==> src/rtl/sc_io_responder.sv <==
// Memory-mapped I/O responder: output ports, synchronised inputs, rising-edge capture and timer.
// Define DEBOUNCE_EN to insert a per-port debounce stage after the input synchronisers.
module sc_io_responder #(
  parameter int unsigned SYNC_STAGES     = 2,
  parameter int unsigned DEBOUNCE_CYCLES = 16,
  parameter int unsigned TIMER_W         = 32
) (
  input  logic        clock,
  input  logic        clr,
  input  logic [31:0] addr,
  input  logic [31:0] datain,
  input  logic        we,
  output logic [31:0] io_read_data,
  output logic [31:0] out_port0,
  output logic [31:0] out_port1,
  input  logic [31:0] in_port0,
  input  logic [31:0] in_port1,
  output logic        irq
);

  logic [SYNC_STAGES-1:0][31:0] sync0_q, sync1_q;
  logic [31:0] sync0_out, sync1_out;
  logic [31:0] in0_val, in1_val, in0_prev_q;
  logic [31:0] edge_q, edge_d, rise;
  logic [TIMER_W-1:0] count_q, count_d, reload_q, reload_d;
  logic [3:0] ctrl_q;
  logic stat_q, stat_d, irq_d, expire, tick;
  logic io_wr, timer_wr;

  assign sync0_out = sync0_q[SYNC_STAGES-1];
  assign sync1_out = sync1_q[SYNC_STAGES-1];

  always_ff @(posedge clock or posedge clr) begin
    if (clr) begin
      sync0_q <= '0;
      sync1_q <= '0;
    end else begin
      sync0_q <= {sync0_q[SYNC_STAGES-2:0], in_port0};
      sync1_q <= {sync1_q[SYNC_STAGES-2:0], in_port1};
    end
  end

`ifdef DEBOUNCE_EN
  localparam int unsigned DbW = $clog2(DEBOUNCE_CYCLES + 1);

  logic [DbW-1:0] db0_cnt_q, db1_cnt_q;
  logic [31:0] db0_q, db1_q;

  // Debounced word follows the synced word only after it has differed for DEBOUNCE_CYCLES cycles.
  always_ff @(posedge clock or posedge clr) begin
    if (clr) begin
      db0_cnt_q <= '0;
      db1_cnt_q <= '0;
      db0_q     <= '0;
      db1_q     <= '0;
    end else begin
      if (sync0_out == db0_q) begin
        db0_cnt_q <= '0;
      end else if (db0_cnt_q == DbW'(DEBOUNCE_CYCLES - 1)) begin
        db0_q     <= sync0_out;
        db0_cnt_q <= '0;
      end else begin
        db0_cnt_q <= db0_cnt_q + DbW'(1);
      end
      if (sync1_out == db1_q) begin
        db1_cnt_q <= '0;
      end else if (db1_cnt_q == DbW'(DEBOUNCE_CYCLES - 1)) begin
        db1_q     <= sync1_out;
        db1_cnt_q <= '0;
      end else begin
        db1_cnt_q <= db1_cnt_q + DbW'(1);
      end
    end
  end

  assign in0_val = db0_q;
  assign in1_val = db1_q;
`else
  assign in0_val = sync0_out;
  assign in1_val = sync1_out;
`endif

  assign io_wr    = we & addr[7];
  assign timer_wr = io_wr & (addr[4:2] == 3'd5);
  assign rise     = in0_val & ~in0_prev_q;
  assign tick     = ctrl_q[0] & (count_q != '0);
  // A TIMER write on the expiring edge suppresses the expiry.
  assign expire   = tick & (count_q == TIMER_W'(1)) & ~timer_wr;

  always_comb begin
    edge_d   = edge_q;
    count_d  = count_q;
    reload_d = reload_q;
    stat_d   = stat_q;
    if (io_wr && addr[4:2] == 3'd4) edge_d = edge_q & ~datain;
    edge_d = edge_d | rise;
    if (timer_wr) begin
      count_d  = datain[TIMER_W-1:0];
      reload_d = datain[TIMER_W-1:0];
    end else if (tick) begin
      count_d = (count_q == TIMER_W'(1) && ctrl_q[1]) ? reload_q : count_q - TIMER_W'(1);
    end
    if (io_wr && addr[4:2] == 3'd7 && datain[0]) stat_d = 1'b0;
    if (expire) stat_d = 1'b1;
    irq_d = (ctrl_q[2] & (|edge_q)) | (ctrl_q[3] & stat_q);
  end

  always_ff @(posedge clock or posedge clr) begin
    if (clr) begin
      out_port0  <= '0;
      out_port1  <= '0;
      in0_prev_q <= '0;
      edge_q     <= '0;
      count_q    <= '0;
      reload_q   <= '0;
      ctrl_q     <= '0;
      stat_q     <= 1'b0;
      irq        <= 1'b0;
    end else begin
      if (io_wr && addr[4:2] == 3'd0) out_port0 <= datain;
      if (io_wr && addr[4:2] == 3'd1) out_port1 <= datain;
      if (io_wr && addr[4:2] == 3'd6) ctrl_q <= datain[3:0];
      in0_prev_q <= in0_val;
      edge_q     <= edge_d;
      count_q    <= count_d;
      reload_q   <= reload_d;
      stat_q     <= stat_d;
      irq        <= irq_d;
    end
  end

  always_comb begin
    io_read_data = '0;
    unique case (addr[4:2])
      3'd0: io_read_data = out_port0;
      3'd1: io_read_data = out_port1;
      3'd2: io_read_data = in0_val;
      3'd3: io_read_data = in1_val;
      3'd4: io_read_data = edge_q;
      3'd5: io_read_data = 32'(count_q);
      3'd6: io_read_data = {28'd0, ctrl_q};
      3'd7: io_read_data = {31'd0, stat_q};
    endcase
  end

endmodule

==> config.mk <==
export PLATFORM = sky130hd
export DESIGN_NAME = sc_io_responder
export DESIGN_NICKNAME = d
export VERILOG_FILES = /design/src/rtl/sc_io_responder.sv
export SDC_FILE = /design/constraint.sdc
export NUM_CORES = 1
export LEC_CHECK = 0
export BUFFER_PORTS_ARGS = -buffer_cell sky130_fd_sc_hd__buf_4
export CAP_MARGIN = 10
export CORE_MARGIN = 3
export CORE_UTILIZATION = 50
export CTS_BUF_LIST = sky130_fd_sc_hd__clkbuf_8
export CTS_CLUSTER_DIAMETER = 100
export DETAILED_ROUTE_END_ITERATION = 8
export HOLD_SLACK_MARGIN = 0.05
export MAX_ROUTING_LAYER = met4
export PLACE_DENSITY = 0.84
export SLEW_MARGIN = 10
export SYNTH_ARGS = -nofsm -noshare
export SYNTH_HDL_FRONTEND = slang
export SYNTH_SLANG_ARGS = --single-unit
==> constraint.sdc <==
create_clock -name clock -period 13.9 [get_ports clock]
set_input_delay 2.085 -clock clock [delete_from_list [all_inputs] [get_ports clock]]
set_output_delay 2.085 -clock clock [all_outputs]
set_load 0.01 [all_outputs]
==> results.json, run 1 <==
{
  "status": "complete, no violations",
  "portBuffers": 199,
  "drive_gt1_share_pct": 27.6,
  "ctsRootBufferMaster": "clkbuf_8",
  "grt_max_degree": 167,
  "hold_path.class": "flop to flop",
  "path_class": "input port to output port",
  "dp.cells": 1661,
  "maxCapViolCount": 0,
  "place.gp.congestion": 0.954,
  "vias_per_cell": 5.93,
  "drtPass1Iterations": 5,
  "antenna_left": 0,
  "start_util_pct": 51.0,
  "vdd_drop_max_v": 0.000120,
  "start_kind": "input port",
  "syn_nets": 1310,
  "async_flop_share_pct": 100,
  "routed-via-count": 10400,
  "ff2ff_setup_slack_ps": 10440,
  "cts_tree": "yes",
  "relSlewSlack_pct": 16.4,
  "drt-total-wl_um": 38100,
  "die_y_um": 170,
  "period_share_pct": 47.7,
  "critPathMaxFanout": 39,
  "syn_inst": 1177,
  "postCtsSetupBuffers": 0,
  "arrival_ps": 4540,
  "yosysWarnings": 0,
  "core_um2": 26200,
  "yosysTopAreaCell": "dfrtp_1",
  "grt_antenna_before_repair": 0,
  "dpl_cell_area_um2": 15100,
  "cts.clk_slew.worst_paths_ps": 60,
  "cts_hold_buffers": 0,
  "cts.sinks": 326,
  "synthTopCellsByArea": "dfrtp_1 61%, mux2_2 7.0%, nand2_1 5.5%",
  "ys_ff_latch": 326,
  "grt_usage_pct": 27.3,
  "synth.most_common_cell": "dfrtp_1",
  "setup_viol": 0,
  "fin_tns_setup_ps": 0,
  "cellPowerDensity_nw_per_um2": 156,
  "synth_area_per_cell_um2": 11.4,
  "rsz0062_at_grt": "false",
  "grt_overflow_total": 0,
  "p_leak_nw": 7.50,
  "min_period_ps": 6630,
  "grt_pass1_vias": 10700,
  "route.detailed.wl_per_inst_um": 21.7,
  "tightestPinTransition_ps": 1250,
  "grt_pass1_wl_um": 59700,
  "hold_violations": 0,
  "ys_seq_area_share_pct": 61.0,
  "synthTopCellsByCount": "326 x dfrtp_1, 196 x nand2_1, 83 x mux2_2",
  "yosys.area.top_type_share_pct": 61.0,
  "nets": 1512,
  "n_antenna_cell": 0,
  "end_kind": "output port",
  "maxSlewViolCount": 0,
  "rows": 59,
  "drtIter0Drc": 911,
  "clock-skew-final_ps": 11.8,
  "synth_edf_count": 0,
  "finalNonFillerCells": 1753,
  "design_area_um2": 16200,
  "cts_resized": 0,
  "synthFlopType": "dfrtp_1",
  "io_pins": 228,
  "cts_buffers": 51,
  "cp_data_required_time_ps": 11810,
  "yosysUniqueCellTypes": 71,
  "filler_cell_count": 1937,
  "drc": 0,
  "clk_latency_ps": 570,
  "ctsHtreeMaxLevel": 2,
  "die_area_um2": 28800,
  "cts_buffer_depth": 3,
  "die_w_um": 170,
  "dpl.hpwl_um": 25600,
  "area_growth_pct": 21.0,
  "max_freq_mhz": 151,
  "fin_hold_ws_ps": 342,
  "final_util_pct": 61.8,
  "synthesis.area_um2": 13400
}
==> layout make-up <==
type / instances / area (um2) / area share, %
clock buffer: 65 / 895 / 5.53
clock inverter: 27 / 146 / 0.904
inverter: 38 / 150 / 0.927
multi-input combinational: 752 / 4830 / 29.9
sequential: 326 / 8160 / 50.4
tap: 335 / 419 / 2.59
timing repair buffer: 210 / 1590 / 9.81
==> placed cells by master, fill, tap and decap left out, drive strengths merged, types with 3 or more instances in the layout <==
cell type	synthesis	layout
dfrtp	326	326
buf	24	210
nand2	196	196
mux2	83	83
nor2	77	77
o21ai	67	67
clkbuf	37	65
a21oi	62	62
inv	37	56
mux2i	45	45
a22oi	24	24
nor4	21	21
nor3	17	17
o22ai	14	14
nand3	12	12
o221ai	11	11
nand4	11	11
a211oi	8	8
or3	7	7
o211ai	7	7
clkinv	1	7
o31ai	6	6
or4	6	6
nor2b	5	5
a221o	5	5
xor2	5	5
xnor2	5	5
and2	5	5
o21a	4	4
a31oi	4	4
nor3b	4	4
mux4	3	3
a221oi	3	3
a21o	3	3
o32a	3	3
a2bb2oi	3	3
nor4b	3	3
==> where the power goes <==
part           leakage (nW)  internal [mW]  switching [mW]
combinational          3.09          0.239           0.254
sequential             3.81           1.07           0.149
clock                 0.607          0.439           0.368
==> critical path, cell delays in order <==
cell and delay, ps:
buf_4 470, buf_4 580, nor2_1 320, o21ai_0 150, o21ai_0 150, a221o_1 280, o311ai_0 110, o21ai_0 150
buf_4 170
==> metrics by stage <==
stage          total power [mW]  setup WS (ps)
5_1_grt                    2.64           7140
4_1_cts                    2.53           7330
6_report                   2.52           7270
3_3_place_gp               1.70           7380
3_5_place_dp               1.72           7330
2_1_floorplan              1.48           2790
==> kinds of logic (layout without fill, tap and decap cells) <==
family          count (synthesis)  in the layout  synth area share [%]
flops                         326            326                  61.0
buf+inv                        99            340                  3.11
compound gates                238            238                  11.2
xor+xnor                       10             10                 0.655
simple gates                  371            371                  13.0
fa+ha+maj                       2              2                 0.187
mux                           131            131                  10.9
==> routing by layer <==
| layer | global-route usage, % | vias to the layer above | wire length, um |
|---|---|---|---|
| met2 | 43.0 | 525 | 18500 |
| met5 | - | - | 0 |
| met1 | 36.3 | 5217 | 15400 |
| met3 | 5.50 | 83 | 3150 |
| met4 | 8.25 | 0 | 1030 |
| li1 | - | 4565 | - |
==> final timing paths <==
check	start	end	cells past startpoint
setup / recovery	addr[2]	io_read_data[0]	9
hold / removal	sync0_q[15]	in0_val[15]	0
setup reg to reg	count_q[0]	count_q[23]	8
hold reg to reg	sync0_q[15]	in0_val[15]	0
max in group asynchronous	clr	reload_q[2]	3
min in group asynchronous	clr	sync0_q[10]	2
No activity file was read; power rests on OpenSTA's default activity.
==> run 2: changes to the inputs <==
Clock period 13.9 ns to 6.23 ns, I/O delays scaled along.
==> run 2 against run 1 <==
  * Combinational power grew 130%
  * Largest cell class unchanged
  * Critical path type unchanged
  * Final cell count grew 0.23%
  * Sequential share of layout area shrank 0.53 points
==> results.json, run 2 (same netlist as run 1, synthesis figures left out) <==
{
  "cts.sinks": 326,
  "cts_resized": 0,
  "switching_share_pct": 29.6,
  "cts_hold_buffers": 0,
  "fin_tns_setup_ps": 0,
  "grt_overflow_total": 0,
  "area_growth_pct": 22.3,
  "grt_pass1_wl_um": 59200,
  "crit_start": "addr[3]",
  "ff2ff_setup_slack_ps": 2740,
  "filler_cell_count": 1914,
  "cellPowerDensity_nw_per_um2": 358,
  "crit_chain": "buf_4 -> clkinv_1 -> buf_4 -> o21ai_0 -> o21ai_0 -> a221o_1 -> o311ai_0 -> o21ai_0 -> buf_4",
  "cts.clk_slew.worst_paths_ps": 60,
  "arrival_ps": 3260,
  "postCtsSetupBuffers": 0,
  "setup_viol": 0,
  "path_delay_family": "buffers and inverters",
  "start_util_pct": 51.0,
  "drtPass1Iterations": 5,
  "vias_per_cell": 5.87,
  "p_leak_nw": 7.56,
  "path_class": "input port to output port",
  "cts_buffers": 50,
  "place.gp.congestion": 0.960,
  "relSlewSlack_pct": 18.4,
  "route.detailed.wl_per_inst_um": 21.5,
  "rows": 59,
  "core_um2": 26200,
  "dpl.hpwl_um": 25800,
  "grt_pass1_vias": 10700,
  "vdd_drop_max_v": 0.000244,
  "reg2reg_from": "count_q[0]",
  "tightestPinTransition_ps": 1220,
  "rsz0062_at_grt": "false",
  "portBuffers": 199,
  "die_area_um2": 28800,
  "period_share_pct": 67.3,
  "grt_usage_pct": 27.1,
  "die_w_um": 170,
  "whs_path_depth": 0,
  "io_pins": 228,
  "cell_internal_pwr_mw": 4.13,
  "critPathMaxFanout": 43,
  "drtIter0Drc": 972,
  "hold_path.class": "flop to flop",
  "routed-via-count": 10300,
  "ctsHtreeMaxLevel": 2,
  "drc": 0,
  "hold_start": "sync1_q[29]",
  "final_common_cell": "dfrtp_1",
  "final_cell_mix": "326 x dfrtp_1, 210 x buf_4, 196 x nand2_1",
  "drive_gt1_share_pct": 28.1,
  "grt_antenna_before_repair": 2,
  "p_switching_mw": 1.74,
  "fin_hold_ws_ps": 344,
  "final_util_pct": 62.4,
  "cts_buffer_depth": 3,
  "worstReg2RegEnd": "count_q[23]",
  "critPathMaxStageDelay_ps": 510,
  "die_y_um": 170,
  "status": "complete, no violations",
  "antenna_left": 0,
  "nets": 1513,
  "clock-skew-final_ps": 28.2,
  "slowest_stage": "buf_4",
  "maxSlewViolCount": 0,
  "design_area_um2": 16400,
  "holdPathEnd": "in1_val[29]",
  "max_freq_mhz": 239,
  "end_kind": "output port",
  "clk_latency_ps": 580,
  "cts_tree": "yes",
  "cp_data_required_time_ps": 5300,
  "hold_violations": 0,
  "seqCellArea_um2": 8160,
  "power_mw": 5.86,
  "share_comb_of_total_power_pct": 18.9,
  "drt-total-wl_um": 37800,
  "ctsRootBufferMaster": "clkbuf_8",
  "min_period_ps": 4190,
  "multiInputGateArea_um2": 4830,
  "cp_num_buf_inv": 4,
  "start_kind": "input port",
  "clock_power_share_pct": 34.6,
  "ff2ff_path_depth": 8,
  "dpl_cell_area_um2": 15200,
  "maxCapViolCount": 0,
  "seqPwrFrac_pct": 46.5,
  "grt_max_degree": 176
}
[run 2: area by class of cell]
| class | count | area share, % |
|---|---|---|
| clock inverter | 24 | 1.45 |
| inverter | 38 | 0.895 |
| antenna | 1 | 0.0153 |
| multi-input combinational | 752 | 29.5 |
| clock buffer | 69 | 5.80 |
| sequential | 326 | 49.9 |
| timing repair buffer | 212 | 9.88 |
| tap | 335 | 2.56 |
[run 2: metal layers]
layer / routed length, um / vias up / track usage, %
li1: - / 4575 / -
met1: 15100 / 5172 / 34.5
met2: 18800 / 482 / 43.8
met3: 2940 / 89 / 5.99
met4: 1010 / 0 / 8.36
met5: 0 / - / -
[run 2: how the worst max path moves through the flow]
stage	depth (start not counted)	end	slack (ps)
final	9	io_read_data[0]	2040
after floorplan	1	count_q[0]	940
after CTS	9	io_read_data[0]	2100
after global routing	9	io_read_data[0]	1980
after global placement	9	io_read_data[0]	2220
after detailed placement	9	io_read_data[0]	2120
[run 2: power by group through the flow]
| stage | sequential [mW] | combinational, mW | clock, mW |
|---|---|---|---|
| after floorplan | 2.67 | 0.638 | 0 |
| after global placement | 2.74 | 1.07 | 0 |
| after detailed placement | 2.74 | 1.10 | 0 |
| after CTS | 2.72 | 1.11 | 2.05 |
| after global routing | 2.76 | 1.21 | 2.15 |
| final | 2.73 | 1.11 | 2.03 |
[run 2: per-stage QoR]
stage          cells  worst slack, ps
3_3_place_gp    1663             2220
5_1_grt         1757             1980
4_1_cts         1756             2100
3_5_place_dp    1663             2120
6_report        1757             2040
2_1_floorplan   1177              945
[run 2: worst register-to-register path: stages (launching register included)]
cell and delay, ps:
dfrtp_1 470, inv_1 90, ha_1 390, nor4b_1 470, nand4_1 590, o31a_1 640
nand2_1 320, a211oi_1 90, a221o_1 300
